$ cat src/rtl/pipeline_ctrl.sv
// ----------------------------------------------------------------------------
// pipeline_ctrl
//
// Hazard and stall/flush controller for a five-stage in-order pipeline
// (IF / ID / EX / MEM / WB).
//
// The controller arbitrates three sources of pipeline disturbance, in this
// priority order:
//   1. A memory/MMIO access in MEM that has not completed (memory wait).
//      This freezes the whole pipeline.
//   2. A taken branch or jump resolved in EX.
//      This flushes IF/ID and ID/EX.
//   3. A load-use hazard between the load in EX and the instruction in ID.
//      This holds PC and IF/ID for one cycle and puts a bubble into ID/EX.
//
// A lower-priority event that coincides with a higher-priority one is
// dropped. It is not queued for a later cycle.
//
// All stall and flush outputs are combinational from the registered state
// and the current inputs, so they act in the same cycle.
//
// Two saturating performance counters are provided:
//   StallCycles : counts cycles with PcStall=1
//   FlushEvents : counts cycles with any flush output asserted
//
// Build option:
//   PIPELINE_CTRL_MEM_TIMEOUT_EN
//     When this macro is defined, a memory wait is aborted after
//     TIMEOUT_CYCLES cycles in MEM_WAIT. The abort pulses MemErr and
//     ExMemFlush and returns the controller to RUN.
//     When it is undefined, MEM_WAIT lasts until MemReady, and MemErr and
//     ExMemFlush are tied low.
//
// Parameters:
//   TIMEOUT_CYCLES : MEM_WAIT cycles before an abort (timeout build only)
//   CNT_W          : width of the performance counters
//
// Ports:
//   clk, rst                   clock; asynchronous active-high reset
//   IdRs1, IdRs2               source registers of the instruction in ID
//   IdUseRs1, IdUseRs2         the ID instruction actually reads Rs1 / Rs2
//   ExMemRead, ExRd            the EX instruction is a load, and its
//                              destination register
//   ExBranchTaken              taken branch/jump resolved in EX
//   MemReq, MemReady           MEM access in progress / access completes
//   *Stall                     hold the PC or the named pipeline register
//   *Flush                     load a bubble into the named pipeline register
//   MemBusy                    controller is in MEM_WAIT
//   MemErr                     one-cycle memory-timeout pulse
//   StallCycles, FlushEvents   performance counters
//
// States:
//   RUN       normal flow; branch and load-use handling are active
//   MEM_WAIT  an outstanding MEM access is not done; pipeline frozen
// ----------------------------------------------------------------------------
module pipeline_ctrl #(
    parameter logic [7:0] TIMEOUT_CYCLES = 8'd255,
    parameter int         CNT_W          = 32
) (
    input  logic             clk,
    input  logic             rst,

    input  logic [4:0]       IdRs1,
    input  logic [4:0]       IdRs2,
    input  logic             IdUseRs1,
    input  logic             IdUseRs2,
    input  logic             ExMemRead,
    input  logic [4:0]       ExRd,
    input  logic             ExBranchTaken,
    input  logic             MemReq,
    input  logic             MemReady,

    output logic             PcStall,
    output logic             IfIdStall,
    output logic             IdExStall,
    output logic             ExMemStall,
    output logic             MemWbStall,
    output logic             IfIdFlush,
    output logic             IdExFlush,
    output logic             ExMemFlush,
    output logic             MemBusy,
    output logic             MemErr,
    output logic [CNT_W-1:0] StallCycles,
    output logic [CNT_W-1:0] FlushEvents
);

    typedef enum logic {
        ST_RUN      = 1'b0,
        ST_MEM_WAIT = 1'b1
    } state_t;

    localparam logic [CNT_W-1:0] CNT_ONE = CNT_W'(1);
    localparam logic [CNT_W-1:0] CNT_MAX = {CNT_W{1'b1}};

    state_t           r_state;
    state_t           w_state_nxt;
    logic [CNT_W-1:0] r_stall_cnt;
    logic [CNT_W-1:0] r_flush_cnt;
    logic             w_load_use;
    logic             w_mem_wait;
    logic             w_any_flush;

`ifdef PIPELINE_CTRL_MEM_TIMEOUT_EN
    localparam logic [7:0] TMO_LAST = TIMEOUT_CYCLES - 8'd1;

    logic [7:0]       r_tmo_cnt;
    logic             w_timeout;
`endif

    // ------------------------------------------------------------------------
    // Hazard detection
    // ------------------------------------------------------------------------

    // A load whose destination is x0 can never create a hazard, because
    // x0 always reads as zero.
    assign w_load_use = ExMemRead && (ExRd != 5'd0) &&
                        ((IdUseRs1 && (IdRs1 == ExRd)) ||
                         (IdUseRs2 && (IdRs2 == ExRd)));

    assign w_mem_wait = ((r_state == ST_RUN)      && MemReq && !MemReady) ||
                        ((r_state == ST_MEM_WAIT) && !MemReady);

`ifdef PIPELINE_CTRL_MEM_TIMEOUT_EN
    // If MemReady arrives on the last allowed cycle, the access completes
    // normally and no timeout is raised.
    assign w_timeout = (r_state == ST_MEM_WAIT) && !MemReady &&
                       (r_tmo_cnt == TMO_LAST);
`endif

    // ------------------------------------------------------------------------
    // State register
    // ------------------------------------------------------------------------
    always_ff @(posedge clk or posedge rst) begin
        if (rst) begin
            r_state <= ST_RUN;
        end else begin
            r_state <= w_state_nxt;
        end
    end

    // ------------------------------------------------------------------------
    // Next-state logic and stall/flush outputs
    // ------------------------------------------------------------------------
    always_comb begin
        w_state_nxt = r_state;
        PcStall     = 1'b0;
        IfIdStall   = 1'b0;
        IdExStall   = 1'b0;
        ExMemStall  = 1'b0;
        MemWbStall  = 1'b0;
        IfIdFlush   = 1'b0;
        IdExFlush   = 1'b0;
        ExMemFlush  = 1'b0;
        MemErr      = 1'b0;
        MemBusy     = 1'b0;

        // While rst is asserted, every output is held quiet, even though the
        // hazard inputs may be active.
        if (!rst) begin
            MemBusy = (r_state == ST_MEM_WAIT);

`ifdef PIPELINE_CTRL_MEM_TIMEOUT_EN
            if (w_timeout) begin
                // Abort the access. The faulting instruction in EX/MEM is
                // dropped, and the pipeline restarts from RUN.
                MemErr      = 1'b1;
                ExMemFlush  = 1'b1;
                w_state_nxt = ST_RUN;
            end else
`endif
            if (w_mem_wait) begin
                PcStall     = 1'b1;
                IfIdStall   = 1'b1;
                IdExStall   = 1'b1;
                ExMemStall  = 1'b1;
                MemWbStall  = 1'b1;
                w_state_nxt = ST_MEM_WAIT;
            end else if (r_state == ST_MEM_WAIT) begin
                // The access completes this cycle. Branch and load-use
                // handling are only active in RUN, so nothing else happens.
                w_state_nxt = ST_RUN;
            end else if (ExBranchTaken) begin
                IfIdFlush = 1'b1;
                IdExFlush = 1'b1;
            end else if (w_load_use) begin
                PcStall   = 1'b1;
                IfIdStall = 1'b1;
                IdExFlush = 1'b1;
            end
        end
    end

`ifdef PIPELINE_CTRL_MEM_TIMEOUT_EN
    // ------------------------------------------------------------------------
    // Memory timeout counter
    //   - Cleared when the controller enters MEM_WAIT.
    //   - Counts each MEM_WAIT cycle in which MemReady is low.
    // ------------------------------------------------------------------------
    always_ff @(posedge clk or posedge rst) begin
        if (rst) begin
            r_tmo_cnt <= 8'd0;
        end else if ((r_state == ST_RUN) && (w_state_nxt == ST_MEM_WAIT)) begin
            r_tmo_cnt <= 8'd0;
        end else if ((r_state == ST_MEM_WAIT) && !MemReady) begin
            r_tmo_cnt <= r_tmo_cnt + 8'd1;
        end
    end
`endif

    // ------------------------------------------------------------------------
    // Performance counters (saturating at all-ones)
    // ------------------------------------------------------------------------
    assign w_any_flush = IfIdFlush || IdExFlush || ExMemFlush;

    always_ff @(posedge clk or posedge rst) begin
        if (rst) begin
            r_stall_cnt <= '0;
            r_flush_cnt <= '0;
        end else begin
            if (PcStall && (r_stall_cnt != CNT_MAX)) begin
                r_stall_cnt <= r_stall_cnt + CNT_ONE;
            end
            if (w_any_flush && (r_flush_cnt != CNT_MAX)) begin
                r_flush_cnt <= r_flush_cnt + CNT_ONE;
            end
        end
    end

    assign StallCycles = r_stall_cnt;
    assign FlushEvents = r_flush_cnt;

endmodule

$ cat config.mk
export PLATFORM = sky130hd
export DESIGN_NAME = pipeline_ctrl
export DESIGN_NICKNAME = d
export VERILOG_FILES = /design/src/rtl/pipeline_ctrl.sv
export SDC_FILE = /design/constraint.sdc
export NUM_CORES = 1
export LEC_CHECK = 0
export CORE_MARGIN = 2
export CORE_UTILIZATION = 51
export DETAILED_ROUTE_END_ITERATION = 16
export PLACE_DENSITY = 0.85
export SLEW_MARGIN = 30
export SYNTH_ARGS = -nofsm -noshare
export SYNTH_HDL_FRONTEND = slang
export SYNTH_SLANG_ARGS = --single-unit
$ cat constraint.sdc
create_clock -name clk -period 4.51 [get_ports clk]
set_input_delay 0.902 -clock clk [delete_from_list [all_inputs] [get_ports clk]]
set_output_delay 0.902 -clock clk [all_outputs]
set_load 0.01 [all_outputs]
==> results.md <==
- Detailed placement finished with a half-perimeter wire length of 5570 microns.
- The synthesis-to-finish area growth is 34.7%.
- TritonCTS built the clock tree.
- After layout, the design draws a total of 1.42 mW.
- For hold timing, the worst endpoint is StallCycles[18].
- Before antenna repair, the detailed router went through 4 iterations.
- The H-tree depth is 3.
- The total cell area at the placement stage is 0.00433 sq mm.
- The detailed-routed wire length on met3 is 452 microns.
- In the global route stage, overall resource usage came out at 0.227.
- In the synthesized netlist, the cells that appear most often are 65 x sky130_fd_sc_hd__dfrtp_1, 43 x sky130_fd_sc_hd__xnor2_1, 29 x sky130_fd_sc_hd__xor2_1.
- The detailed router used layers up to and including met4.
- Setup repair after global routing left no endpoint under its margin.
- The total number of clock tree sinks is 65.
- STA classifies the critical path endpoint as an output port.
- The delay contributed by the slowest stage of the critical path is 0.54 ns.
- The signal on the critical path passes through clkdlybuf4s50_1, or4_1, o21a_1, a21oi_4, nor2_1, clkdlybuf4s50_1.
- The aggregate global routing overflow is 0.
- The share of cells above drive strength 1 is 0.0627.
- The number of enable-type register cells in the synthesized netlist is 0.
- 0 antenna diodes ended up in the layout.
- The global-route wire length before repair is 13,100 microns.
- The detail route stage leaves a number of antenna-violating nets equal to 0.
- The number of hold violations in the final report was 0.
- The worst reg2reg path startpoint is FlushEvents[0].
- The endpoint required time on the critical path is 3.61 ns.
- The core region is 0.00639 sq mm.
- The number of standard cells after synthesis is 316.
- By instance count, the cell type seen most on the critical path is sky130_fd_sc_hd__clkdlybuf4s50_1.
- The number of non-filler instances in the completed layout is 492.
- The flow ran to the end, and the final reports show no timing, DRC or antenna violations.
- Counting I/O delays and the setup requirement, the final critical path takes 4.18 ns.
- Based on the critical path, the design can be clocked at up to 239 MHz.
- Across all register-to-register paths, the minimum setup slack is 1.99 ns.
- The maximum number of pins on one net before global-route repair is 48.
- 97 I/O pins were placed.
- Across the run, the number of max-cap violations was 0.
- Yosys instantiated no cell more often than sky130_fd_sc_hd__dfrtp_1.
- The fraction of post-synthesis cell area in the top cell type by area is 0.483.
- The area of all placed cells without fillers is 0.00454 sq mm.
- Dividing the final minimum period by the clock period gives 0.926.
- The max-slew violation total from the final report is 0.
- For this run, the register share of the synthesized area comes to 0.483.
- Among all flip-flop cells after synthesis, the most frequent one is sky130_fd_sc_hd__dfrtp_1.
- The floorplan step defined a die boundary enclosing 0.00728 sq mm.
- Along the worst hold path, the cell count comes to 1.
- The number of violations reported at the end of detailed-routing iteration 0 is 192.
- The number of global-route vias before repair is 2,726.
- For this design the ratio of total power to cell area is 313 mW/mm^2.
- After routing, the total negative slack on setup checks comes to 0 ns.
- The number of failing setup endpoints in the final timing report is 0.
- The final net count is 435.
- Once the clock tree was built, the setup fixing pass inserted 0 buffers.
- The average via count per standard cell is 5.64.
- The remaining routing DRC violations is 0.
- The effective utilization at floorplan is 0.528.
- The worst-case IR drop observed on VDD is 243 uV.
- The number of fill cells is 471.
- Summed over all cells, the static leakage comes to 1.96 nW.
- The number of warnings issued by yosys is 0.
- The unique cell type count in the Yosys netlist is 45.
- In the final routing, the length of wire on met1 measures 3360 microns.
- The path depth of the worst reg2reg path is 7.
- Wires add up to 7670 microns.
- For the pin with the worst max-slew slack, the measured transition is 0.808 ns.
- The kind of launch point of the worst setup path is a primary input.
- Clock-pin slew was measured on the worst setup and hold paths at 0.07 ns.
- The flip-flop and latch count after synthesis is 65.
- The share of async-settable or async-resettable flops after synthesis is 1.00.
- The number of antenna violations at the first check in global routing is 0.
- The tightest min-delay check is of the flip-flop to flip-flop type.
- The width of the die is 85.3 microns.
- TritonCTS created 9 clock buffers.
- The mean routed wirelength per cell is 15.6 microns.
- The setup slack after layout is 0.333 ns.
- The worst slack at placement is 0.352 ns.
- The clock root buffer master is sky130_fd_sc_hd__clkbuf_8.
- The highest fanout seen on the critical path is 19.
- Input and output buffers added on the ports amount to 94.
- By startpoint and endpoint, the worst setup path is classified as primary input to output port.
- The arrival time at the worst endpoint is 3.27 ns.
- The post-synthesis area per instance is 10.7 sq um.
- The cell with the largest stage delay on the worst path is sky130_fd_sc_hd__or4_1.
- The final weighted congestion in routability-driven placement is 0.819.
- Yosys attributes the largest share of cell area to sky130_fd_sc_hd__dfrtp_1 48%, sky130_fd_sc_hd__xnor2_1 11%, sky130_fd_sc_hd__xor2_1 7.5%.
- The floorplan has 29 rows.
- The die is 85.3 microns tall.
- The clock passes through at most 2 buffers.
- Summing every instance area after synthesis gives 0.00337 sq mm.
- Detailed routing placed a total of 3750 microns of wire on met2.
- The final route contains 2,774 vias.
- Measured against its own limit, the worst slew margin works out to 0.461.
- The cell type with the largest total area after synthesis is sky130_fd_sc_hd__dfrtp_1.
- The number of instances resized during post-cts repair is 0.
- The number of placed instances, taps included is 476.
- The startpoint of the worst hold path is StallCycles[18].
- On the final layout, the worst clock skew is 0.00835 ns.
- After clock tree synthesis, the flow added hold-fix buffers numbering 0.
- In this run the critical register-to-register path is captured at FlushEvents[9].
- The later pin in the worst-skew pair is clocked with a latency of 0.34 ns.
-- flip-flops by register name, indices dropped and copies added, names as in the netlist --
| name | flops |
|---|---|
| FlushEvents | 32 |
| r_state | 1 |
| StallCycles | 32 |
-- logic make-up (layout without fill, tap and decap cells) --
family                     count (synthesis)  after routing  share of synthesized area
and+or+nand+nor                          147            147                      0.255
other                                      1              2                    0.00111
DFF                                       65             65                      0.483
buffers and inverters                     16            114                     0.0289
adders and majority gates                  2              2                    0.00742
xor gates and xnor gates                  72             72                      0.187
AOI/OAI and AO/OA                         11             11                     0.0301
muxes                                      2              2                    0.00779
-- layout make-up --
type	instances	area, sq um	area share
flip-flops and latches	65	1630	0.358
well taps	77	96.3	0.0212
clock inverters	4	51.3	0.0113
inverters	3	12.5	0.00276
clock buffers	12	155	0.0342
repair buffers	95	948	0.209
multi-input cells	236	1650	0.363
-- power by group --
part	internal (mW)	switching, mW	total [mW]
Combinational	0.134	0.102	0.237
Clock	0.286	0.220	0.505
Sequential	0.621	0.0558	0.677
Total	1.04	0.378	1.42
-- worst max-delay path by stage --
stage | start | end | slack, ns
after floorplan | ExRd[1] | PcStall | 1.43
after global placement | ExRd[1] | IdExFlush | 0.39
after detailed placement | ExRd[1] | IdExFlush | 0.35
after CTS | ExRd[1] | IdExFlush | 0.34
after global routing | ExRd[1] | IdExFlush | 0.23
final | ExRd[1] | IdExFlush | 0.33
-- layout by cell type (no fill, tap or decap), types with 3 or more instances in the layout --
master                            count
sky130_fd_sc_hd__nand2_1             24
sky130_fd_sc_hd__nor3_1              10
sky130_fd_sc_hd__and3_1              12
sky130_fd_sc_hd__clkbuf_8            11
sky130_fd_sc_hd__clkdlybuf4s50_1     94
sky130_fd_sc_hd__nor3b_1              3
sky130_fd_sc_hd__nor4b_1              6
sky130_fd_sc_hd__nand4_1             28
sky130_fd_sc_hd__dfrtp_1             65
sky130_fd_sc_hd__nor4_1               3
sky130_fd_sc_hd__xnor2_1             43
sky130_fd_sc_hd__nand3_1             13
sky130_fd_sc_hd__and4_1              10
sky130_fd_sc_hd__xor2_1              29
sky130_fd_sc_hd__nand2b_1             3
sky130_fd_sc_hd__and2_1               7
sky130_fd_sc_hd__nor2_1              17
-- stage by stage --
stage | hold slack (ns) | utilization
2_1_floorplan | 0.495 | -
3_3_place_gp | 0.475 | 0.678
3_5_place_dp | 0.482 | 0.678
4_1_cts | 0.494 | 0.711
5_1_grt | 0.506 | 0.711
6_report | 0.487 | 0.711
-- critical path: cells and delay by family --
kind	cells	cell delay, ns
buffers and inverters	2	0.99
AOI/OAI and AO/OA	2	0.72
and+or+nand+nor	2	0.65
-- metal layers --
layer | GRT usage | vias to the layer above
met5 | 0 | -
met2 | 0.354 | 98
met4 | 0.0837 | 0
met3 | 0.0613 | 13
met1 | 0.304 | 1354
li1 | - | 1309
No activity file was read; power rests on OpenSTA's default activity.
==> variant, RTL diff (same flow settings) <==
The parameter `CNT_W` goes from 32 to 64.
--- a/src/rtl/pipeline_ctrl.sv
+++ b/src/rtl/pipeline_ctrl.sv
@@ -57,3 +57,3 @@
     parameter logic [7:0] TIMEOUT_CYCLES = 8'd255,
-    parameter int         CNT_W          = 32
+    parameter int         CNT_W          = 64
 ) (
Ports: changed (resized FlushEvents and StallCycles); port bits go from 97 to 161. The function was not compared with the original's and may differ.
==> variant against the unedited design <==
  * Setup slack gained 0.23 ns
  * Critical path depth grew 2
  * Total power grew 100%
  * Final area grew 90%
  * Largest cell class is now flip-flops and latches
  * Sequential cell count grew 64
  * Die area grew 84%
  * Routed wire length grew 120%
  * Critical path type unchanged
  * Synthesized area grew 88%
  * Count of clock-buffer cells in the layout grew 10
  * Via count grew 94%
  * First-iteration DRC count grew 130%
  * Hold slack gained 0.0060 ns
==> variant: results (changes against the unedited design) <==
stage	metric	value	unit	change
status	status	complete, no violations		
synth	sequential area share after synthesis	50.8	%	+2.6 points
placed_design	Port-buffer cells	158		+68%
routing	met3 WL post-DR	780	um	+73%
synth	Netlist cell types	34		-24%
sta	Slew headroom	43.7	%	-2.3 points
routing	first-pass iteration count of the detailed router	5		+1
global_route	first-pass GRT wire length	27.0	mm	+110%
placed_design	HPWL after DPL	11.8	mm	+110%
global_route	initial antenna violation count	0		unchanged
placed_design	Cell Area, Placed	8090	um2	+87%
global_route	maximum number of pins on one net before global-route repair	66		+38%
synth	Synth top cells by count	129 x dfrtp_1, 95 x xnor2_1, 58 x nand4_1		
pwr	pwr dens	332	nW/um2	+6.2%
pwr	power in sequential cells	1.30	mW	+92%
clocking	CTS root buf	clkbuf_16		
clocking	clk slew on worst S/H paths	0.05	ns	-0.02 ns
global_route	gr usage total	25.9	%	+3.2 points
critical_path	CP max stage cell	or4_1		
pwr	Clock power frac	43.3	%	+7.7 points
routing	met2 WL	8.27	mm	+120%
clocking	H-tree depth	4		+1
layout	nets@finish	800		+84%
layout	share of cells above drive strength 1	5.10	%	-1.2 points
routing	DR vias/cell	5.64		about the same
routing	wire length on met1	7.20	mm	+110%
pwr	P_leak	3.72	nW	+89%
routing	Top Metal Used	met4		
layout	Layout fillers	881		+87%
clocking	CTS Buf Count	17		+8
routing	Initial DRC Count	442		+130%
clocking	clock latency on the worst-skew pair	0.42	ns	+0.08 ns
pwr	maximum VDD drop	0.000252	V	+3.4%
pwr	net switching power	0.704	mW	+86%
critical_path	CP max FO	3		-16
routing	Routed WL	16.6	mm	+120%
synth	main area contributors after synthesis	dfrtp_1 51%, xnor2_1 13%, nand4_1 5.7%		
placed_design	GPL Wtd Cong	0.838		+2.4%
critical_path	crit path DAT	3.05	ns	-0.22 ns
sta	clk_skew	0.00845	ns	+0.000102 ns
global_route	vias in the first global route	5370		+97%
-- variant: critical path: cells and delay by family --
kind | cells | cell delay, ns
buffers and inverters | 4 | 1.09
and+or+nand+nor | 2 | 0.63
AOI/OAI and AO/OA | 2 | 0.43
-- variant: area by class of cell --
cell class,count,area share [%]
Inverter,15,0.682
Timing Repair Buffer,166,19.2
Clock inverter,7,0.726
Multi-Input combinational cell,446,34.1
Clock buffer,22,5.38
Sequential cell,129,37.4
Tap cell,168,2.44
-- variant: path summary, 6_finish.rpt --
check,from,to,slack [ns],cells after the start
worst max-delay path,ExRd[1],IdExFlush,0.56,8
min in group asynchronous,rst,StallCycles[52]$_DFFE_PP0P_,1.13,2
worst min-delay path,FlushEvents[39]$_DFFE_PP0P_,FlushEvents[39]$_DFFE_PP0P_,0.49,1
worst max register to register,StallCycles[6]$_DFFE_PP0P_,StallCycles[57]$_DFFE_PP0P_,1.47,7
max in group asynchronous,rst,FlushEvents[48]$_DFFE_PP0P_,2.50,3
worst min register to register,FlushEvents[39]$_DFFE_PP0P_,FlushEvents[39]$_DFFE_PP0P_,0.49,1
-- variant: cells by family after synthesis --
kind of cell / share of synthesized area, %
AOI/OAI and AO/OA: 0.650
other: 0.0590
buffers and inverters: 3.03
xor gates and xnor gates: 18.8
DFF: 50.8
and+or+nand+nor: 26.3
adders and majority gates: 0.394
-- variant: stage by stage --
stage          util (%)  worst slack [ns]  instances
2_1_floorplan         -             0.167        614
3_3_place_gp       67.0             0.595        924
5_1_grt            71.5             0.477        953
6_report           71.5             0.563        953
4_1_cts            71.4             0.556        953
3_5_place_dp       67.0             0.590        924
-- variant: routing by layer --
layer,global-route usage (%),vias to the layer above
met5,0,-
met4,10.1,0
met3,5.81,30
met2,42.6,170
met1,33.6,2698
li1,-,2477
